[config.mk]
export PLATFORM = sky130hd
export DESIGN_NAME = sp_mem_arbiter
export DESIGN_NICKNAME = d
export VERILOG_FILES = /design/src/rtl/sp_pkg.sv /design/src/rtl/sp_rr_arb2.sv /design/src/rtl/sp_mem_arbiter.sv
export SDC_FILE = /design/constraint.sdc
export NUM_CORES = 1
export LEC_CHECK = 0
export BUFFER_PORTS_ARGS = -buffer_cell sky130_fd_sc_hd__buf_4
export CORE_ASPECT_RATIO = 1.75
export CORE_MARGIN = 4
export CORE_UTILIZATION = 46
export DETAILED_ROUTE_END_ITERATION = 10
export HOLD_SLACK_MARGIN = 0.06
export PLACE_DENSITY = 0.83
export SETUP_SLACK_MARGIN = 0.1
export SLEW_MARGIN = 20
export SYNTH_ARGS = -nofsm -noshare
export SYNTH_HDL_FRONTEND = slang
export SYNTH_SLANG_ARGS = --single-unit
[constraint.sdc]
create_clock -name Clk -period 2.3 [get_ports Clk]
set_input_delay 0.23 -clock Clk [delete_from_list [all_inputs] [get_ports Clk]]
set_output_delay 0.23 -clock Clk [all_outputs]
set_load 0.05 [all_outputs]
[src/rtl/sp_pkg.sv]
// Shared constants and types for the shortest-path engine memory subsystem.
package sp_pkg;

    localparam int D_WIDTH  = 8;
    localparam int A_WIDTH  = 13;
    localparam int MAX      = 8192;
    localparam int SIZE_ROW = 64;

    // Path-direction codes written into the grid by the engine.
    localparam logic [D_WIDTH-1:0] P_START = 8'h08;
    localparam logic [D_WIDTH-1:0] P_RIGHT = 8'h09;
    localparam logic [D_WIDTH-1:0] P_DOWN  = 8'h0A;

    typedef struct packed {
        logic vld;
        logic owner;
    } rd_tag_t;

endpackage

[src/rtl/sp_rr_arb2.sv]
// Two-requester arbiter: round-robin or fixed priority to requester 1.
module sp_rr_arb2 #(
    parameter int PRIO_MODE = 0
) (
    input  logic       clk,
    input  logic       rst,
    input  logic [1:0] req,
    output logic [1:0] gnt
);

    // ptr_q = 0 prefers requester 0, 1 prefers requester 1.
    logic ptr_q, ptr_d;

    always_comb begin
        gnt   = 2'b00;
        ptr_d = ptr_q;
        if (!rst) begin
            case (req)
                2'b01:   gnt = 2'b01;
                2'b10:   gnt = 2'b10;
                2'b11:   gnt = (PRIO_MODE != 0 || ptr_q) ? 2'b10 : 2'b01;
                default: gnt = 2'b00;
            endcase
        end
        if (gnt[0])
            ptr_d = 1'b1;
        else if (gnt[1])
            ptr_d = 1'b0;
    end

    always_ff @(posedge clk or posedge rst) begin
        if (rst)
            ptr_q <= 1'b0;
        else
            ptr_q <= ptr_d;
    end

endmodule

[src/rtl/sp_mem_arbiter.sv]
// Shares one single-port SRAM between the host and the shortest-path engine;
// registered command path plus an owner-tag pipeline that steers read data back.
module sp_mem_arbiter
    import sp_pkg::*;
#(
    parameter int PRIO_MODE = 0,
    parameter int RD_LAT    = 2
) (
    input  logic               Clk,
    input  logic               Rst,
    input  logic               Req0,
    input  logic               Req1,
    input  logic               Rw0,
    input  logic               Rw1,
    input  logic [A_WIDTH-1:0] Addr0,
    input  logic [A_WIDTH-1:0] Addr1,
    input  logic [D_WIDTH-1:0] Wdata0,
    input  logic [D_WIDTH-1:0] Wdata1,
    output logic               Gnt0,
    output logic               Gnt1,
    output logic [D_WIDTH-1:0] Rdata0,
    output logic [D_WIDTH-1:0] Rdata1,
    output logic               Rvalid0,
    output logic               Rvalid1,
    output logic               Mem_En,
    output logic               Mem_Rw,
    output logic [A_WIDTH-1:0] Mem_Addr,
    output logic [D_WIDTH-1:0] Mem_Out,
    input  logic [D_WIDTH-1:0] Mem_In
);

    logic [1:0] gnt;

    sp_rr_arb2 #(.PRIO_MODE(PRIO_MODE)) u_arb (
        .clk (Clk),
        .rst (Rst),
        .req ({Req1, Req0}),
        .gnt (gnt)
    );

    assign Gnt0 = gnt[0];
    assign Gnt1 = gnt[1];

    logic               mem_en_q,   mem_en_d;
    logic               mem_rw_q,   mem_rw_d;
    logic [A_WIDTH-1:0] mem_addr_q, mem_addr_d;
    logic [D_WIDTH-1:0] mem_out_q,  mem_out_d;
    logic [D_WIDTH-1:0] rdata0_q,   rdata0_d;
    logic [D_WIDTH-1:0] rdata1_q,   rdata1_d;
    logic               rvalid0_q,  rvalid0_d;
    logic               rvalid1_q,  rvalid1_d;
    rd_tag_t [RD_LAT-1:0] tag_q, tag_d;
    rd_tag_t            tag_tail;

    assign tag_tail = tag_q[RD_LAT-1];

    always_comb begin
        mem_en_d   = 1'b0;
        mem_rw_d   = 1'b0;
        mem_addr_d = '0;
        mem_out_d  = '0;
        if (gnt[0]) begin
            mem_en_d   = 1'b1;
            mem_rw_d   = Rw0;
            mem_addr_d = Addr0;
            mem_out_d  = Rw0 ? Wdata0 : '0;
        end else if (gnt[1]) begin
            mem_en_d   = 1'b1;
            mem_rw_d   = Rw1;
            mem_addr_d = Addr1;
            mem_out_d  = Rw1 ? Wdata1 : '0;
        end

        // Only reads enter the tag pipe; writes travel as empty slots.
        tag_d          = '0;
        tag_d[0].vld   = mem_en_d & ~mem_rw_d;
        tag_d[0].owner = gnt[1];
        for (int i = 1; i < RD_LAT; i++)
            tag_d[i] = tag_q[i-1];

        rdata0_d  = rdata0_q;
        rdata1_d  = rdata1_q;
        rvalid0_d = tag_tail.vld & ~tag_tail.owner;
        rvalid1_d = tag_tail.vld &  tag_tail.owner;
        if (rvalid0_d)
            rdata0_d = Mem_In;
        if (rvalid1_d)
            rdata1_d = Mem_In;
    end

    always_ff @(posedge Clk or posedge Rst) begin
        if (Rst) begin
            mem_en_q   <= 1'b0;
            mem_rw_q   <= 1'b0;
            mem_addr_q <= '0;
            mem_out_q  <= '0;
            rdata0_q   <= '0;
            rdata1_q   <= '0;
            rvalid0_q  <= 1'b0;
            rvalid1_q  <= 1'b0;
            tag_q      <= '0;
        end else begin
            mem_en_q   <= mem_en_d;
            mem_rw_q   <= mem_rw_d;
            mem_addr_q <= mem_addr_d;
            mem_out_q  <= mem_out_d;
            rdata0_q   <= rdata0_d;
            rdata1_q   <= rdata1_d;
            rvalid0_q  <= rvalid0_d;
            rvalid1_q  <= rvalid1_d;
            tag_q      <= tag_d;
        end
    end

    assign Mem_En   = mem_en_q;
    assign Mem_Rw   = mem_rw_q;
    assign Mem_Addr = mem_addr_q;
    assign Mem_Out  = mem_out_q;
    assign Rdata0   = rdata0_q;
    assign Rdata1   = rdata1_q;
    assign Rvalid0  = rvalid0_q;
    assign Rvalid1  = rvalid1_q;

endmodule

==> key figures, run 1 <==
Status
  • Status: completed

Clocking
  • # clock sinks: 46
  • Clock Tree Buf Depth: 2
  • H-tree Lvls: 2
  • Worst-path clk slew: 70 ps
  • CTS Buf Count: 5
  • Resized cells post-CTS: 0
  • Post-CTS Setup Bufs: 0
  • CTS tree: done
  • Clk root buf: clkbuf_8
  • Worst skew pair latency: 290 ps
  • Cts hold-fix bufs: 0

Setup path
  • CP Class: flip-flop to output port
  • CP peak stage delay: 450 ps
  • Crit-path slowest cell: dfrtp_1
  • Worst-path maximum fanout: 24
  • Crit-path cells: a21oi_4 > buf_4 > buf_4
  • Worst EP required: 2070 ps
  • Crit path top cell by count: buf_4
  • Critical Path AT: 1400 ps
  • Endpoint class of the critical path: output port
  • Crit start category: flip-flop

Synth
  • Largest cells by area after synthesis: dfrtp_1, mux2_1, a22o_1
  • Synthesized cell area: 1690 sq um
  • Yosys top cell area share: 68.0%
  • Mean area per synthesized cell: 16.0 sq um
  • Mapped Cells: 106
  • Seq/Total Area, Yosys: 68.0%
  • Synth warn: 0
  • Most used DFF post-synth: dfrtp_1
  • Synth unique cells: 19
  • FFs w/ async S/R, synth: 100%
  • Syn Nets: 162
  • Synth Register Bits: 46
  • Number of flops mapped to enable cells by yosys: 0
  • Area leader, netlist: dfrtp_1

Floorplan
  • Starting Density: 48.8%
  • Row cnt: 28
  • Boundary Pins: 99
  • Core area: 3470 sq um
  • Die width: 53.8 microns
  • Overall die area: 4750 sq um
  • Die height: 88.2 microns

GRT
  • Total gr overflow: 0
  • Met2 GRT Util: 33.0%
  • Met1 usage: 22.4%
  • First-pass GRT wire length: 6.76 mm
  • GRT busiest layer: met2
  • Met3 Use GR: 8.26%
  • Antenna violations before repair: 0
  • Largest net degree at the start of global routing: 47
  • GRT Total Usage: 20.0%
  • Number of global-route vias before repair: 1460

STA
  • Final setup violation count: 0
  • Final Slew Violations: 0
  • Hold Slack: 136 ps
  • F_max: 612 MHz
  • Final hold violations: 0
  • Total negative setup slack: 0 ps
  • Unrepaired setup endpoints after global routing: no
  • Worst Max-Slew Pin Slew: 891 ps
  • Final worst path period need: 1630 ps
  • Final WS setup: 667 ps
  • Worst slew margin: 40.5%
  • Tcrit/Tclk final: 71.0%
  • Clock Skew: 7.84 ps

Placement
  • DP HPWL: 3.42 mm
  • IO buf count: 98
  • Post-DP Area: 2470 sq um
  • Pre-CTS setup slack: 892 ps
  • Routability Congestion: 0.744

Finish
  • Number of diodes: 0
  • Layout Utilization: 75.3%
  • Layout fillers: 235
  • Layout area overhead: 54.3%
  • Share of layout cells above drive strength 1: 59.8%
  • Commonest non-fill, non-tap cell in the layout: buf_4
  • Nets: 264
  • Most frequent cells in the layout: buf_4, dfrtp_1, mux2_1
  • Fin area: 2610 sq um

Drt
  • DRC viols: 0
  • Drt first pass iters: 4
  • WL/cell: 16.3 microns
  • WL final: 4.13 mm
  • Via count: 1281
  • Via density: 5.04
  • DR iter-0 viols: 11
  • Detail Route Antenna Nets: 0

Min path
  • Hold WC Path Type: input port to flip-flop

Power
  • PD cells: 945 nW/um^2
  • Leak pwr: 1.38 nW
  • Maximum VDD drop: 0.664 mV

Run
  • Max_cap viols: 0
[cell families (layout without fill, tap and decap cells)]
family	count (synthesis)	in the layout	share of synthesized area, %
AO/OA/AOI/OAI	27	27	16.1
buffers and inverters	10	113	2.96
flip-flops	46	46	68.0
multiplexers	16	16	10.7
AND/OR/NAND/NOR	7	7	2.29
[worst max-delay path, delay by kind of cell (launching register included)]
kind / cells / cell delay, ps
AO/OA/AOI/OAI: 1 / 160
buffers and inverters: 2 / 510
flip-flops: 1 / 450
[cell usage after synthesis (all sizes together), types with 2 or more instances]
library cell,count
a32o,8
a21oi,2
nor2,2
dfrtp,46
mux2,16
a22o,13
nand2,2
nand2b,3
buf,5
inv,5
[routing by layer]
layer	wire, microns	part of all wire (%)
met2	2040	49
met5	0	0
met4	69	1.7
met1	1420	34
met3	604	15
[cell type report]
cell class,count,area [sq um],share of cell area (%)
Clock buffer,6,82.6,3.16
Timing Repair Buffer,100,751,28.8
Tap cell,45,56.3,2.16
Inverter,5,18.8,0.719
Clock inverter,2,60.1,2.30
Sequential cell,46,1150,44.1
Multi-Input combinational cell,50,490,18.8
[metrics by stage]
stage | total power (W) | instances
floorplan | 0.00148 | 106
global placement | 0.00176 | 246
detailed placement | 0.00178 | 246
CTS | 0.00249 | 254
global route | 0.00258 | 254
finish | 0.00247 | 254
[final timing paths]
kind	to	start	slack, ps	cells past startpoint
setup / recovery	Gnt0	u_arb.ptr_q	670	3
hold / removal	Mem_En	Rst	140	2
setup reg to reg	tag_d[3]	u_arb.ptr_q	960	3
hold reg to reg	tag_q[3]	tag_d[3]	360	0
max in group asynchronous	Rdata1[7]	Rst	1580	2
min in group asynchronous	Mem_En	Rst	160	2
[power breakdown]
group          internal [W]  switching [W]  total (W)  leakage, nW
combinational      0.000265       0.000520   0.000785        0.730
sequential         0.000918      0.0000544   0.000972        0.583
clock              0.000463       0.000247   0.000710       0.0714
total               0.00165       0.000822    0.00247         1.38
[flip-flops by register name, summed over array words and instances (netlist names)]
| register | flops |
|---|---|
| Rdata1 | 8 |
| tag_d | 2 |
| Mem_Addr | 13 |
| Rvalid0 | 1 |
| Mem_Rw | 1 |
| tag_q | 2 |
| Mem_En | 1 |
| u_arb.ptr_q | 1 |
| Rdata0 | 8 |
| Rvalid1 | 1 |
| Mem_Out | 8 |
Note: power is estimated with default switching activity, not from simulation.
==> run 2, diff against run 1 <==
--- a/config.mk
+++ b/config.mk
@@ -8,10 +8,10 @@
 export BUFFER_PORTS_ARGS = -buffer_cell sky130_fd_sc_hd__buf_4
 export CORE_ASPECT_RATIO = 1.75
 export CORE_MARGIN = 4
-export CORE_UTILIZATION = 46
+export CORE_UTILIZATION = 38
 export DETAILED_ROUTE_END_ITERATION = 10
 export HOLD_SLACK_MARGIN = 0.06
-export PLACE_DENSITY = 0.83
+export PLACE_DENSITY = 0.73
 export SETUP_SLACK_MARGIN = 0.1
 export SLEW_MARGIN = 20
 export SYNTH_ARGS = -nofsm -noshare
==> constraint.sdc (replaced) <==
create_clock -name Clk -period 1.44 [get_ports Clk]
set_input_delay 0.144 -clock Clk [delete_from_list [all_inputs] [get_ports Clk]]
set_output_delay 0.144 -clock Clk [all_outputs]
set_load 0.05 [all_outputs]
==> key figures, run 2 (synthesized netlist as in run 1, its figures left out) <==
Setup path
  • CP Class: flip-flop to output port
  • Endpoint class of the critical path: output port
  • Crit-path slowest cell: dfrtp_2
  • Crit path buffers/inverters: 1 (-1)
  • Crit-path cells: a21oi_4 > buf_6
  • CP peak stage delay: 450 ps (about the same)
  • Reg-to-reg slack, setup: 210 ps (-750 ps)
  • Worst-path maximum fanout: 4 (-83%)
  • Crit start category: flip-flop
  • Largest delay contributor family on the critical path: flip-flops
  • Critical Path AT: 1150 ps (-250 ps)
  • Worst EP required: 1300 ps (-770 ps)

Finish
  • Fin area: 2770 sq um (+6.1%)
  • Layout area overhead: 63.8%
  • Largest register FFs: 13 (unchanged)
  • Commonest non-fill, non-tap cell in the layout: buf_4
  • Most frequent cells in the layout: buf_4, dfrtp_1, mux2_1
  • Share of layout cells above drive strength 1: 56.2% (-3.6 points)
  • Number of diodes: 0 (unchanged)
  • Nets: 281 (+6.4%)
  • Layout Utilization: 65.5% (-9.7 points)

STA
  • Final hold violations: 0 (unchanged)
  • Final worst path period need: 1290 ps
  • F_max: 775 MHz
  • Clock Skew: 10.3 ps (+2.42 ps)
  • Total negative setup slack: 0 ps (unchanged)
  • Tcrit/Tclk final: 89.6%
  • Hold Slack: 69.3 ps (-66.3 ps)
  • Final setup violation count: 0 (unchanged)
  • Worst slew margin: 69.7% (+29 points)
  • Worst Max-Slew Pin Slew: 453 ps (-438 ps)
  • Final Slew Violations: 0 (unchanged)
  • Unrepaired setup endpoints after global routing: yes

Floorplan
  • Boundary Pins: 99 (unchanged)
  • Starting Density: 40.0% (-8.8 points)
  • Die height: 96.3 microns (+9.1%)
  • Die width: 58.4 microns (+8.5%)
  • Row cnt: 31 (+11%)
  • Overall die area: 5630 sq um (+18%)
  • Core area: 4230 sq um (+22%)

GRT
  • Number of global-route vias before repair: 1547 (+6.0%)
  • First-pass GRT wire length: 7.14 mm (+5.6%)
  • Total gr overflow: 0 (unchanged)
  • GRT Total Usage: 16.8% (-3.2 points)
  • Antenna violations before repair: 0 (unchanged)
  • Largest net degree at the start of global routing: 34 (-28%)

Drt
  • WL final: 4.39 mm (+6.1%)
  • Via density: 5.11 (+1.2%)
  • Via count: 1404 (+9.6%)
  • DR iter-0 viols: 15 (+4)
  • DRC viols: 0 (unchanged)
  • WL/cell: 15.9 microns (-2.0%)
  • Routed met3 length: 550 microns (-8.9%)
  • Routed wl met2: 2.17 mm (+6.6%)
  • WL met1: 1.53 mm (+7.6%)
  • Uppermost routed layer: met4
  • Detail Route Antenna Nets: 0 (unchanged)
  • Drt first pass iters: 4 (unchanged)

Placement
  • IO buf count: 98 (unchanged)
  • Routability Congestion: 0.729 (-2.0%)
  • DP HPWL: 3.30 mm (-3.7%)
  • Post-DP Area: 2510 sq um (+1.6%)

Clocking
  • # clock sinks: 46 (unchanged)
  • H-tree Lvls: 2 (unchanged)
  • Post-CTS Setup Bufs: 0 (unchanged)
  • Clock Tree Buf Depth: 2 (unchanged)
  • Worst skew pair latency: 290 ps (about the same)
  • CTS tree: done
  • Worst-path clk slew: 80 ps (about the same)
  • CTS Buf Count: 5 (unchanged)
  • Clk root buf: clkbuf_8

Power
  • Leak pwr: 1.45 nW (+4.4%)
  • Maximum VDD drop: 0.851 mV (+28%)
  • PD cells: 1360 nW/um^2 (+44%)

Run
  • Max_cap viols: 0 (unchanged)

Status
  • Status: completed

Min path
  • Hold WC Path Type: input port to flip-flop
[run 2: worst register-to-register path: stages (launching register included)]
cell	delay [ps]
dfrtp_2	420
inv_2	80
a211oi_4	460
a32o_2	210
[run 2: routing by layer]
| layer | GRT usage (%) | vias to the layer above |
|---|---|---|
| met5 | 0 | - |
| met4 | 8.70 | 0 |
| met3 | 7.38 | 15 |
| met2 | 27.8 | 97 |
| met1 | 17.7 | 666 |
| li1 | - | 626 |
[run 2: power breakdown]
| part | switching, W | leakage (nW) | internal (W) | total [W] |
|---|---|---|---|---|
| clock | 0.000391 | 0.0524 | 0.000519 | 0.000910 |
| sequential | 0.0000861 | 0.582 | 0.00147 | 0.00155 |
| combinational | 0.000840 | 0.811 | 0.000462 | 0.00130 |
[run 2: timing repair]
| action | CTS | global route |
|---|---|---|
| endpoints found under the hold margin | 26 | 2 |
| endpoints found under the setup margin | 2 | 2 |
| pin swaps | 0 | 1 |
| hold buffers | 12 | 2 |
| gates resized for setup | 3 | 1 |
[run 2: stage by stage]
| step | setup slack, ps | cells | total power, W |
|---|---|---|---|
| 2_1_floorplan | 208 | 106 | 0.00237 |
| 3_3_place_gp | 247 | 253 | 0.00283 |
| 3_5_place_dp | 196 | 253 | 0.00285 |
| 4_1_cts | 110 | 273 | 0.00380 |
| 5_1_grt | 89.7 | 275 | 0.00394 |
| 6_report | 149 | 275 | 0.00376 |
[run 2: layout make-up]
type | count | area (sq um)
Timing Repair Buffer | 117 | 933
Fill cell | 307 | 1460
Inverter | 5 | 18.8
Sequential cell | 46 | 1150
Multi-Input combinational cell | 50 | 498
Clock inverter | 1 | 30.0
Tap cell | 49 | 61.3
Clock buffer | 7 | 76.3
[run 2: final timing paths]
| kind | depth (start not counted) | from | to |
|---|---|---|---|
| max in group asynchronous | 4 | Rst | u_arb.ptr_q |
| min in group asynchronous | 3 | Rst | Mem_Out[7] |
| setup / recovery | 2 | u_arb.ptr_q | Gnt0 |
| hold / removal | 2 | Addr0[0] | Mem_Addr[0] |
| setup reg to reg | 3 | u_arb.ptr_q | Mem_Out[0] |
| hold reg to reg | 0 | tag_d[3] | tag_q[3] |
